$ cat src/rtl/tx_cw_keyer.sv
// Morse CW keyer: queues dot/dash/char-space/word-space codes in a small
// FIFO and plays them out on tx_cw with standard Morse unit timing.
module tx_cw_keyer #(
  parameter int UNIT_TICKS = 2,
  parameter int CNT_W      = 8,
  parameter int FIFO_DEPTH = 4
) (
  input  logic                          clk,
  input  logic                          rst,
  input  logic                          sym_valid,
  input  logic [1:0]                    sym_code,
  output logic                          sym_ready,
  output logic                          tx_cw,
  output logic                          busy,
  output logic                          sym_done,
  output logic [$clog2(FIFO_DEPTH):0]   fifo_level
);

  localparam int PTR_W = $clog2(FIFO_DEPTH);
  localparam int LVL_W = PTR_W + 1;

  localparam logic [CNT_W-1:0] DOT_LOAD  = CNT_W'(UNIT_TICKS - 1);
  localparam logic [CNT_W-1:0] DASH_LOAD = CNT_W'(3 * UNIT_TICKS - 1);
  localparam logic [CNT_W-1:0] CHAR_LOAD = CNT_W'(2 * UNIT_TICKS - 1);
  localparam logic [CNT_W-1:0] WORD_LOAD = CNT_W'(6 * UNIT_TICKS - 1);
  localparam logic [CNT_W-1:0] GAP_LOAD  = CNT_W'(UNIT_TICKS - 1);
  localparam logic [CNT_W-1:0] CNT_ONE   = CNT_W'(1);
  localparam logic [LVL_W-1:0] LVL_FULL  = LVL_W'(FIFO_DEPTH);
  localparam logic [LVL_W-1:0] LVL_ONE   = LVL_W'(1);
  localparam logic [PTR_W-1:0] PTR_ONE   = PTR_W'(1);

  typedef enum logic [1:0] {IDLE, MARK, GAP, SPACE} state_t;

  state_t             state_reg, state_next;
  logic [CNT_W-1:0]   cnt_reg, cnt_next;
  logic               tx_reg;
  logic [1:0]         fifo_mem [FIFO_DEPTH];
  logic [PTR_W-1:0]   wr_ptr_reg, rd_ptr_reg;
  logic [LVL_W-1:0]   level_reg;
  logic [1:0]         head_code;
  logic               push, pop, load;

  assign sym_ready  = (level_reg != LVL_FULL);
  assign push       = sym_valid && sym_ready;
  assign head_code  = fifo_mem[rd_ptr_reg];
  assign fifo_level = level_reg;
  assign tx_cw      = tx_reg;
  assign busy       = (state_reg != IDLE) || (level_reg != '0);
  // Last cycle of a symbol: the trailing gap or the space has run out.
  assign sym_done   = ((state_reg == GAP) || (state_reg == SPACE)) && (cnt_reg == '0);

  // Symbol storage; the head is read combinationally so a pop can load the
  // next element on the same edge the previous symbol finishes.
  always_ff @(posedge clk) begin
    if (push) fifo_mem[wr_ptr_reg] <= sym_code;
  end

  // FIFO pointers and occupancy; pointers wrap naturally (power-of-two depth).
  always_ff @(posedge clk) begin
    if (!rst) begin
      wr_ptr_reg <= '0;
      rd_ptr_reg <= '0;
      level_reg  <= '0;
    end else begin
      if (push) wr_ptr_reg <= wr_ptr_reg + PTR_ONE;
      if (pop)  rd_ptr_reg <= rd_ptr_reg + PTR_ONE;
      case ({push, pop})
        2'b10:   level_reg <= level_reg + LVL_ONE;
        2'b01:   level_reg <= level_reg - LVL_ONE;
        default: level_reg <= level_reg;
      endcase
    end
  end

  // Next state: count down the current element, chain straight into the
  // next queued symbol when one finishes.
  always_comb begin
    state_next = state_reg;
    cnt_next   = cnt_reg;
    load       = 1'b0;
    pop        = 1'b0;
    case (state_reg)
      IDLE: begin
        if (level_reg != '0) load = 1'b1;
      end
      MARK: begin
        if (cnt_reg == '0) begin
          state_next = GAP;
          cnt_next   = GAP_LOAD;
        end else begin
          cnt_next = cnt_reg - CNT_ONE;
        end
      end
      GAP, SPACE: begin
        if (cnt_reg == '0) begin
          if (level_reg != '0) load = 1'b1;
          else                 state_next = IDLE;
        end else begin
          cnt_next = cnt_reg - CNT_ONE;
        end
      end
      default: state_next = IDLE;
    endcase
    if (load) begin
      pop = 1'b1;
      case (head_code)
        2'd0:    begin state_next = MARK;  cnt_next = DOT_LOAD;  end
        2'd1:    begin state_next = MARK;  cnt_next = DASH_LOAD; end
        2'd2:    begin state_next = SPACE; cnt_next = CHAR_LOAD; end
        default: begin state_next = SPACE; cnt_next = WORD_LOAD; end
      endcase
    end
  end

  // State, counter and the registered key line (high exactly while in MARK).
  always_ff @(posedge clk) begin
    if (!rst) begin
      state_reg <= IDLE;
      cnt_reg   <= '0;
      tx_reg    <= 1'b0;
    end else begin
      state_reg <= state_next;
      cnt_reg   <= cnt_next;
      tx_reg    <= (state_next == MARK);
    end
  end

endmodule

$ cat config.mk
export PLATFORM = sky130hd
export DESIGN_NAME = tx_cw_keyer
export DESIGN_NICKNAME = d
export VERILOG_FILES = /design/src/rtl/tx_cw_keyer.sv
export SDC_FILE = /design/constraint.sdc
export NUM_CORES = 1
export LEC_CHECK = 0
export CORE_MARGIN = 2
export CORE_UTILIZATION = 35
export CTS_CLUSTER_SIZE = 28
export DETAILED_ROUTE_END_ITERATION = 12
export PLACE_DENSITY = 0.58
export SYNTH_ARGS = -nofsm -noshare
export SYNTH_HDL_FRONTEND = slang
export SYNTH_SLANG_ARGS = --single-unit
$ cat constraint.sdc
create_clock -name clk -period 2.27 [get_ports clk]
set_input_delay 0.681 -clock clk [delete_from_list [all_inputs] [get_ports clk]]
set_output_delay 0.681 -clock clk [all_outputs]
set_load 0.005 [all_outputs]
* After elaboration in Yosys (flattened, before gate mapping) *
Memory sizes are Yosys's and may differ from the RTL's. A register that Yosys moved wholly into a read port is not among the register bits.
Index checks and enable logic that the tools add are counted.

storage, ports and cells
  register bits after elaboration = 18
  latch bits = 0
  bits in writable memories = 8
  ROM bits = 0
  input port bits = 5
  memories = 1

memories
  name      words  bits a word  read ports  clocked after memory_dff  wr ports  RTL line  source
  fifo_mem  4      2            1           1                         1         37        logic [1:0] fifo_mem [FIFO_DEPTH];

operators by class
  add/sub/neg operators = 5
  multiply operators = 0
  divide/modulo/power cells = 0
  $lt $le $gt $ge = 0
  equal/unequal tests = 10
  shifts and indexed selects = 0
  muxes and demuxes = 20
  bitwise gates (word level) = 0
  reductions and logical operators = 14

operators with widths
  operator                                                                number
  8-bit 2-to-1 mux                                                        3
  8-bit case mux with 2 select lines                                      1
  2-bit 2-to-1 mux                                                        7
  4-bit case mux with 3 select lines                                      1
  2-bit by 1-bit equality test with 1-bit output (second input constant)  4
  2-bit equality test (second input constant)                             4
  8-bit zero test                                                         1
  8-bit by 1-bit subtractor with 8-bit output (second input constant)     1
  3-bit inequality test (second input constant)                           2
  3-bit case mux with 2 select lines                                      1
  3-bit nonzero test                                                      2
  1-bit 2-to-1 mux                                                        5
  2-bit by 1-bit adder with 2-bit output (second input constant)          2
  2-bit zero test                                                         2
  2-bit case mux with 2 select lines                                      1
  2-bit nonzero test                                                      2
  2-bit OR reduction                                                      2
  3-bit by 1-bit adder with 3-bit output (second input constant)          1
  3-bit by 1-bit subtractor with 3-bit output (second input constant)     1
  1-bit logical AND                                                       2
  1-bit logical OR                                                        2
  1-bit case mux with 2 select lines                                      1
  2-bit AND reduction                                                     1

* Depth between registers and ports, before layout *
Gate-level depths: netlist of the first run.

  depth in word-level cells = 7
  depth in mapped cells = 11
  mapped depth without buffers = 11

* Worst setup path before layout of the first run *
No wires, ideal clock.

  kind = register to register
  start = register cnt_reg[0]
  end = register level_reg[2], in the netlist fifo_level[2]
  setup time = 71 ps
  data arrival time = 2433 ps
  data required time = 2199 ps
  path slack = -233 ps
  cell stages (with the launch flop) = 12
  buffers on the path = 0
  clock period less this slack = 2503 ps
  path through = dfxtp_1 -> inv_1 -> ha_1 -> nor3b_1 -> a31oi_1 -> nor2_1 -> ha_1 -> inv_1 -> fa_1 -> xor2_1 -> or3_1 -> a21oi_1

between the ends
  longest elaborated chain between the ends = 6

RTL lines
  what                                                                                          RTL line  source
  start, declared                                                                               35        logic [CNT_W-1:0] cnt_reg, cnt_next;
  start signal, assigned                                                                        123       cnt_reg <= cnt_next;
  8-bit zero test *                                                                             95        if (cnt_reg == '0) begin
  1-bit 2-to-1 mux *                                                                            95
  1-bit case mux with 2 select lines *                                                          82        case (state_reg)
  1-bit 2-to-1 mux *                                                                            104       if (load) begin
  2-bit by 1-bit equality test with 1-bit output / 2-bit equality test (equally long branches)  67        case ({push, pop})
  3-bit case mux with 2 select lines / 2-bit nonzero test (equally long branches)               n/a
  end signal, assigned                                                                          68        2'b10: level_reg <= level_reg + LVL_ONE;
  end signal, assigned                                                                          69        2'b01: level_reg <= level_reg - LVL_ONE;
  end signal, assigned                                                                          70        default: level_reg <= level_reg;
  end, declared                                                                                 39        logic [LVL_W-1:0] level_reg;

Mark *: on every way between the ends. The rest lies on a longest branch, timed or not.
A chain may end at the register's enable or synchronous reset.

* Worst setup path in the final report of the first run *
  start = register cnt_reg[4]
  end = register level_reg[2], in the netlist fifo_level[2]

Same word-level chain as after synthesis.

==> results of run 1 <==
==> final cells by class <==
class	count	area share
clock buffer	4	0.0294
inverter	12	0.0240
multi-input combinational	96	0.395
sequential	28	0.344
tap	48	0.0320
timing repair buffer	40	0.175
==> path summary, 6_finish.rpt <==
path                                                  from                         end  slack, ns  depth (start not counted)
worst max-delay path               cnt_reg[4]$_SDFFE_PN0P_  fifo_level[2]$_SDFFE_PN0P_      -0.01                         10
worst max register to register     cnt_reg[4]$_SDFFE_PN0P_  fifo_level[2]$_SDFFE_PN0P_      -0.01                         10
worst min register to register  rd_ptr_reg[1]$_SDFFE_PN0N_  rd_ptr_reg[1]$_SDFFE_PN0N_       0.50                          2
worst min-delay path            rd_ptr_reg[1]$_SDFFE_PN0N_  rd_ptr_reg[1]$_SDFFE_PN0N_       0.50                          2
==> worst max-delay path, delay by kind of cell (launching register included) <==
family / cells / cell delay [ns]
buffers and inverters: 2 / 0.22
flip-flops: 1 / 0.35
AO/OA/AOI/OAI: 2 / 0.22
XOR/XNOR: 1 / 0.15
AND/OR/NAND/NOR: 3 / 0.74
adder cells (fa/ha/maj): 2 / 0.53
==> power groups by stage <==
stage	Sequential (mW)	Combinational, mW	Clock [mW]
2_1_floorplan	0.779	0.820	0
3_3_place_gp	0.750	1.35	0
3_5_place_dp	0.758	1.39	0
4_1_cts	0.750	1.55	0.317
5_1_grt	0.775	1.72	0.342
6_report	0.755	1.57	0.313
==> repair_timing <==
| action | CTS | global route |
|---|---|---|
| pin swaps | 2 | 0 |
| gates resized for setup | 7 | 10 |
| endpoints found under the setup margin | 4 | 4 |
| buffers inserted | 5 | 0 |
==> per-stage QoR <==
stage / power [mW] / setup TNS [ns] / cells / setup slack [ns] / area (um2)
after floorplan: 1.60 / 0 / 138 / 0.00330 / 1410
after global placement: 2.10 / -0.290 / 219 / -0.208 / 1760
after detailed placement: 2.15 / -0.416 / 219 / -0.296 / 1760
after CTS: 2.62 / -0.00525 / 228 / -0.00405 / 1860
after global routing: 2.84 / -0.181 / 228 / -0.103 / 1880
final: 2.64 / -0.0147 / 228 / -0.0105 / 1880
==> metal layers <==
| metal | up-vias | track usage |
|---|---|---|
| met5 | - | 0 |
| met4 | 0 | 0.0561 |
| met3 | 5 | 0.0355 |
| met2 | 19 | 0.294 |
| met1 | 583 | 0.177 |
| li1 | 592 | - |
==> synth_stat cells, drive strengths merged (5+ instances only) <==
cell,count
edfxtp,8
inv,12
nand3,5
dfxtp,20
nor2,8
o21ai,5
nand2,9
and3,7
a21oi,13
nor3,5
ha,6
==> cell families after synthesis <==
group           after synthesis
compound gates               33
xor+xnor                      3
fa+ha+maj                     7
buf+inv                      14
flops                        28
mux                           4
simple gates                 49
==> flow_summary.json, run 1 <==
{
  "status": "finished with violations",
  "failed_checks": "setup timing",
  "synth_top_family_by_area": "simple AND/OR/NAND/NOR gates",
  "initialDrtViolationCount": 37,
  "synth_compound_area_frac": 0.155,
  "synth_xor_area_frac": 0.0191,
  "dr.pass1.iters": 4,
  "ir_drop_uv": 648,
  "root_buffer": "clkbuf_8",
  "yosys.area_share.adder": 0.0690,
  "grt_start_max_net_pins": 16,
  "die_w_um": 66.7,
  "p_int_mw": 1.64,
  "drt_wl_total_um": 3130,
  "drv_cap": 0,
  "coreArea_um2": 3720,
  "clockBufferDepth": 2,
  "cellLeakagePower_nw": 0.775,
  "cts_tree": "done",
  "synth_cells": 138,
  "timing.hold.ws_ns": 0.497,
  "async_flop_share": 0,
  "seqCellArea_um2": 646,
  "syn_area_um2": 1380,
  "grt_pass1_wl_um": 5320,
  "clock_power_share": 0.118,
  "pin_count": 12,
  "synth_mux_area_frac": 0.0472,
  "drc": 0,
  "syn_nets": 150,
  "final_common_cell": "buf_4",
  "grt_pass1_vias": 1228,
  "met2WireLength_um": 1600,
  "maxSlewViolCount": 0,
  "n_fill_cell": 366,
  "worst_slack_ns": -0.0105,
  "min_period_over_period": 1.00,
  "topRoutingLayerUsed": "met4",
  "antenna_found_initial": 0,
  "power_density_nw_per_um2": 1410,
  "critPathKind": "reg2reg",
  "ant_nets": 0,
  "dieArea_um2": 4450,
  "cp_slowest_cell": "dfxtp_2",
  "path_cells": "nor4_4, buf_4, a31oi_4, nor2_2, ha_2, inv_2, fa_2, xor2_1, or3_1, a21oi_2",
  "ys_types": 40,
  "worstHoldPathType": "reg2reg",
  "h-tree-depth": 1,
  "mostFrequentLayoutCells": "buf_4, dfxtp_1, a21oi_1, inv_1",
  "finalSetupViolCount": 2,
  "max_freq_mhz": 439,
  "swShare": 0.378,
  "ys_top_cells_by_area": "dfxtp_1, edfxtp_1, ha_1",
  "post-route-min-period_ns": 2.28,
  "m1WireLength_um": 1380,
  "gp_congestion": 0.800,
  "grtUsageTotal": 0.159,
  "slowest_delay_ns": 0.35,
  "synth_seq_cells": 28,
  "multi_input_area_um2": 741,
  "synth_ff_type": "dfxtp_1",
  "vias": 1199,
  "grt_remaining_overflow": 0,
  "rsz0062_at_grt": "yes",
  "port_buffers": 11,
  "p_switching_mw": 0.998,
  "syn_avg_cell_area_um2": 9.98,
  "fin_skew_ns": 0.0121,
  "fp.dieH_um": 66.7,
  "worstSkewPairLatency_ns": 0.28,
  "numCtsBuffers": 3,
  "diodes": 0,
  "yosysWarningCount": 0,
  "clk_pin_slew_ns": 0.10,
  "wl_per_cell_um": 13.7,
  "synth-simple-area-share": 0.206,
  "syn_to_final_growth_pct": 36.1,
  "start_kind": "flop",
  "cts_hold_buf": 0,
  "required_ns": 2.47,
  "finalHoldViolCount": 0,
  "max_slew_margin": 0.643,
  "yosysTopAreaCell": "dfxtp_1",
  "tightest_slew_ns": 0.534,
  "synth-seq-area-share": 0.465,
  "cp_max_fo": 2,
  "synth_edf_count": 8,
  "fin_util": 0.505,
  "cp.arrival_ns": 2.49,
  "yosys.area.top_type_share": 0.291,
  "viasPerCell": 5.26,
  "route.met3.wl_um": 122,
  "end_kind": "flop",
  "pwr-share-comb": 0.596,
  "rows": 22,
  "power.share.sequential": 0.286,
  "dp_hpwl_um": 2230,
  "cts_sinks": 28,
  "start_util": 0.371,
  "fin_nets": 193,
  "layout-drive-gt1-share": 0.322
}
Power figures use the tool's default switching activity.
==> run 2, diff against run 1 <==
PLACE_DENSITY = 0.56   (was 0.58)
clock period = 2.45 ns   (was 2.27 ns; I/O delays follow)
==> flow_summary.json, run 2 (same netlist as run 1, synthesis figures left out) <==
{
  "clk_pin_slew_ns": 0.09,
  "clockBufferDepth": 2,
  "instances_no_fill": 219,
  "worstSkewPairLatency_ns": 0.27,
  "final_common_cell": "buf_4",
  "coreArea_um2": 3720,
  "dr.pass1.iters": 4,
  "pin_count": 12,
  "required_ns": 2.66,
  "cts_sinks": 28,
  "fin_nets": 184,
  "end_kind": "flop",
  "cpMostUsedCell": "inv_2",
  "cellLeakagePower_nw": 0.730,
  "grt_start_max_net_pins": 17,
  "wl_per_cell_um": 13.2,
  "status": "finished clean",
  "min_period_over_period": 0.982,
  "root_buffer": "clkbuf_8",
  "gp_congestion": 0.790,
  "cp_slowest_cell": "clkdlybuf4s50_1",
  "numCtsBuffers": 3,
  "vias": 1157,
  "max_freq_mhz": 415,
  "h-tree-depth": 1,
  "cts_hold_buf": 0,
  "fp.dieH_um": 66.7,
  "placed_cells": 210,
  "ant_nets": 0,
  "worstHoldPathType": "reg2reg",
  "cts_tree": "done",
  "finalSetupViolCount": 0,
  "pre_cts_ws_ns": -0.267,
  "dp_hpwl_um": 2090,
  "slowest_delay_ns": 0.42,
  "ir_drop_uv": 430,
  "mostFrequentLayoutCells": "buf_4, dfxtp_1, a21oi_1, clkdlybuf4s50_1, nand2_1",
  "post-route-min-period_ns": 2.41,
  "grt_pass1_wl_um": 4790,
  "maxSlewViolCount": 0,
  "drt_wl_total_um": 2890,
  "drc": 0,
  "n_fill_cell": 345,
  "layout-drive-gt1-share": 0.292,
  "rows": 22,
  "initialDrtViolationCount": 102,
  "viasPerCell": 5.28,
  "antenna_found_initial": 0,
  "cp_max_fo": 3,
  "diodes": 0,
  "finalHoldViolCount": 0,
  "path_cells": "clkdlybuf4s50_1, and2_4, inv_2, ha_4, inv_2, fa_2, xor2_2, or3_1, a21oi_2",
  "port_buffers": 11,
  "die_w_um": 66.7,
  "fin_area_um2": 1830,
  "cp.arrival_ns": 2.61,
  "syn_to_final_growth_pct": 33.0,
  "worst_slack_ns": 0.0430,
  "drv_cap": 0,
  "cp_top_family": "buffers and inverters",
  "fin_skew_ns": 0.00277,
  "path_buf_inv": 3,
  "grt_remaining_overflow": 0,
  "start_kind": "input pin",
  "dieArea_um2": 4450,
  "grtUsageTotal": 0.143,
  "start_util": 0.371,
  "critPathKind": "in2reg",
  "max_slew_margin": 0.693,
  "power_density_nw_per_um2": 1280,
  "tightest_slew_ns": 0.454,
  "grt_pass1_vias": 1097,
  "placed_cell_area_um2": 1660
}
==> run 2: cell types whose count changed in the layout (fill, tap and decap cells not counted), sizes merged <==
cell	before	now
buf	30	20
dlymetal6s2s	1	0
clkbuf	4	3
clkdlybuf4s50	9	10
dlygate4sd2	0	1
bufinv	0	1
==> run 2: area by class of cell <==
cell class                 count  area, um2  area share
timing repair buffer          31        259       0.141
sequential                    28        646       0.352
tap                           48       60.1      0.0328
clock inverter                 1       30.0      0.0164
multi-input combinational     96        751       0.410
clock buffer                   3       41.3      0.0225
inverter                      12       45.0      0.0246
==> run 2: metrics by stage <==
stage / power [mW] / hold WS [ns] / setup TNS, ns / utilization
floorplan: 1.42 / 0.449 / 0 / -
global placement: 1.81 / 0.460 / -0.165 / 0.446
detailed placement: 1.84 / 0.484 / -0.272 / 0.446
CTS: 2.27 / 0.492 / 0 / 0.476
global route: 2.53 / 0.527 / -0.0323 / 0.493
finish: 2.34 / 0.491 / 0 / 0.493
==> run 2: timing repair <==
action                     in CTS  in global routing
setup endpoints to repair       2                  3
buffers inserted                3                  3
pin swaps                       3                  7
gates resized for setup         8                 13
==> run 2: layer usage <==
metal	share of wire	global-route usage	up-vias	wire length (um)
li1	-	-	575	-
met1	0.47	0.180	560	1350
met2	0.49	0.243	18	1420
met3	0.025	0.0203	4	73
met4	0.015	0.0612	0	42
met5	0	0	-	0
==> run 2: tightest hold or removal path, delay by kind of cell (launching register included) <==
family | cells | cell delay [ns]
AND/OR/NAND/NOR | 1 | 0.05
flip-flops | 1 | 0.32
multiplexers | 1 | 0.07
==> run 2: path summary, 6_finish.rpt <==
kind	slack, ns	cells past startpoint	start	to
max	0.04	9	sym_valid	fifo_level[2]$_SDFFE_PN0P_
min	0.49	2	rd_ptr_reg[1]$_SDFFE_PN0N_	rd_ptr_reg[1]$_SDFFE_PN0N_
max reg2reg	0.07	11	cnt_reg[1]$_SDFFE_PN0P_	fifo_level[2]$_SDFFE_PN0P_
min reg2reg	0.49	2	rd_ptr_reg[1]$_SDFFE_PN0N_	rd_ptr_reg[1]$_SDFFE_PN0N_
==> run 2: power by group <==
part	leakage [nW]	switching, mW	internal [mW]	total (mW)
clock network	0.0357	0.138	0.219	0.357
registers	0.239	0.129	0.601	0.730
logic	0.456	0.598	0.656	1.25
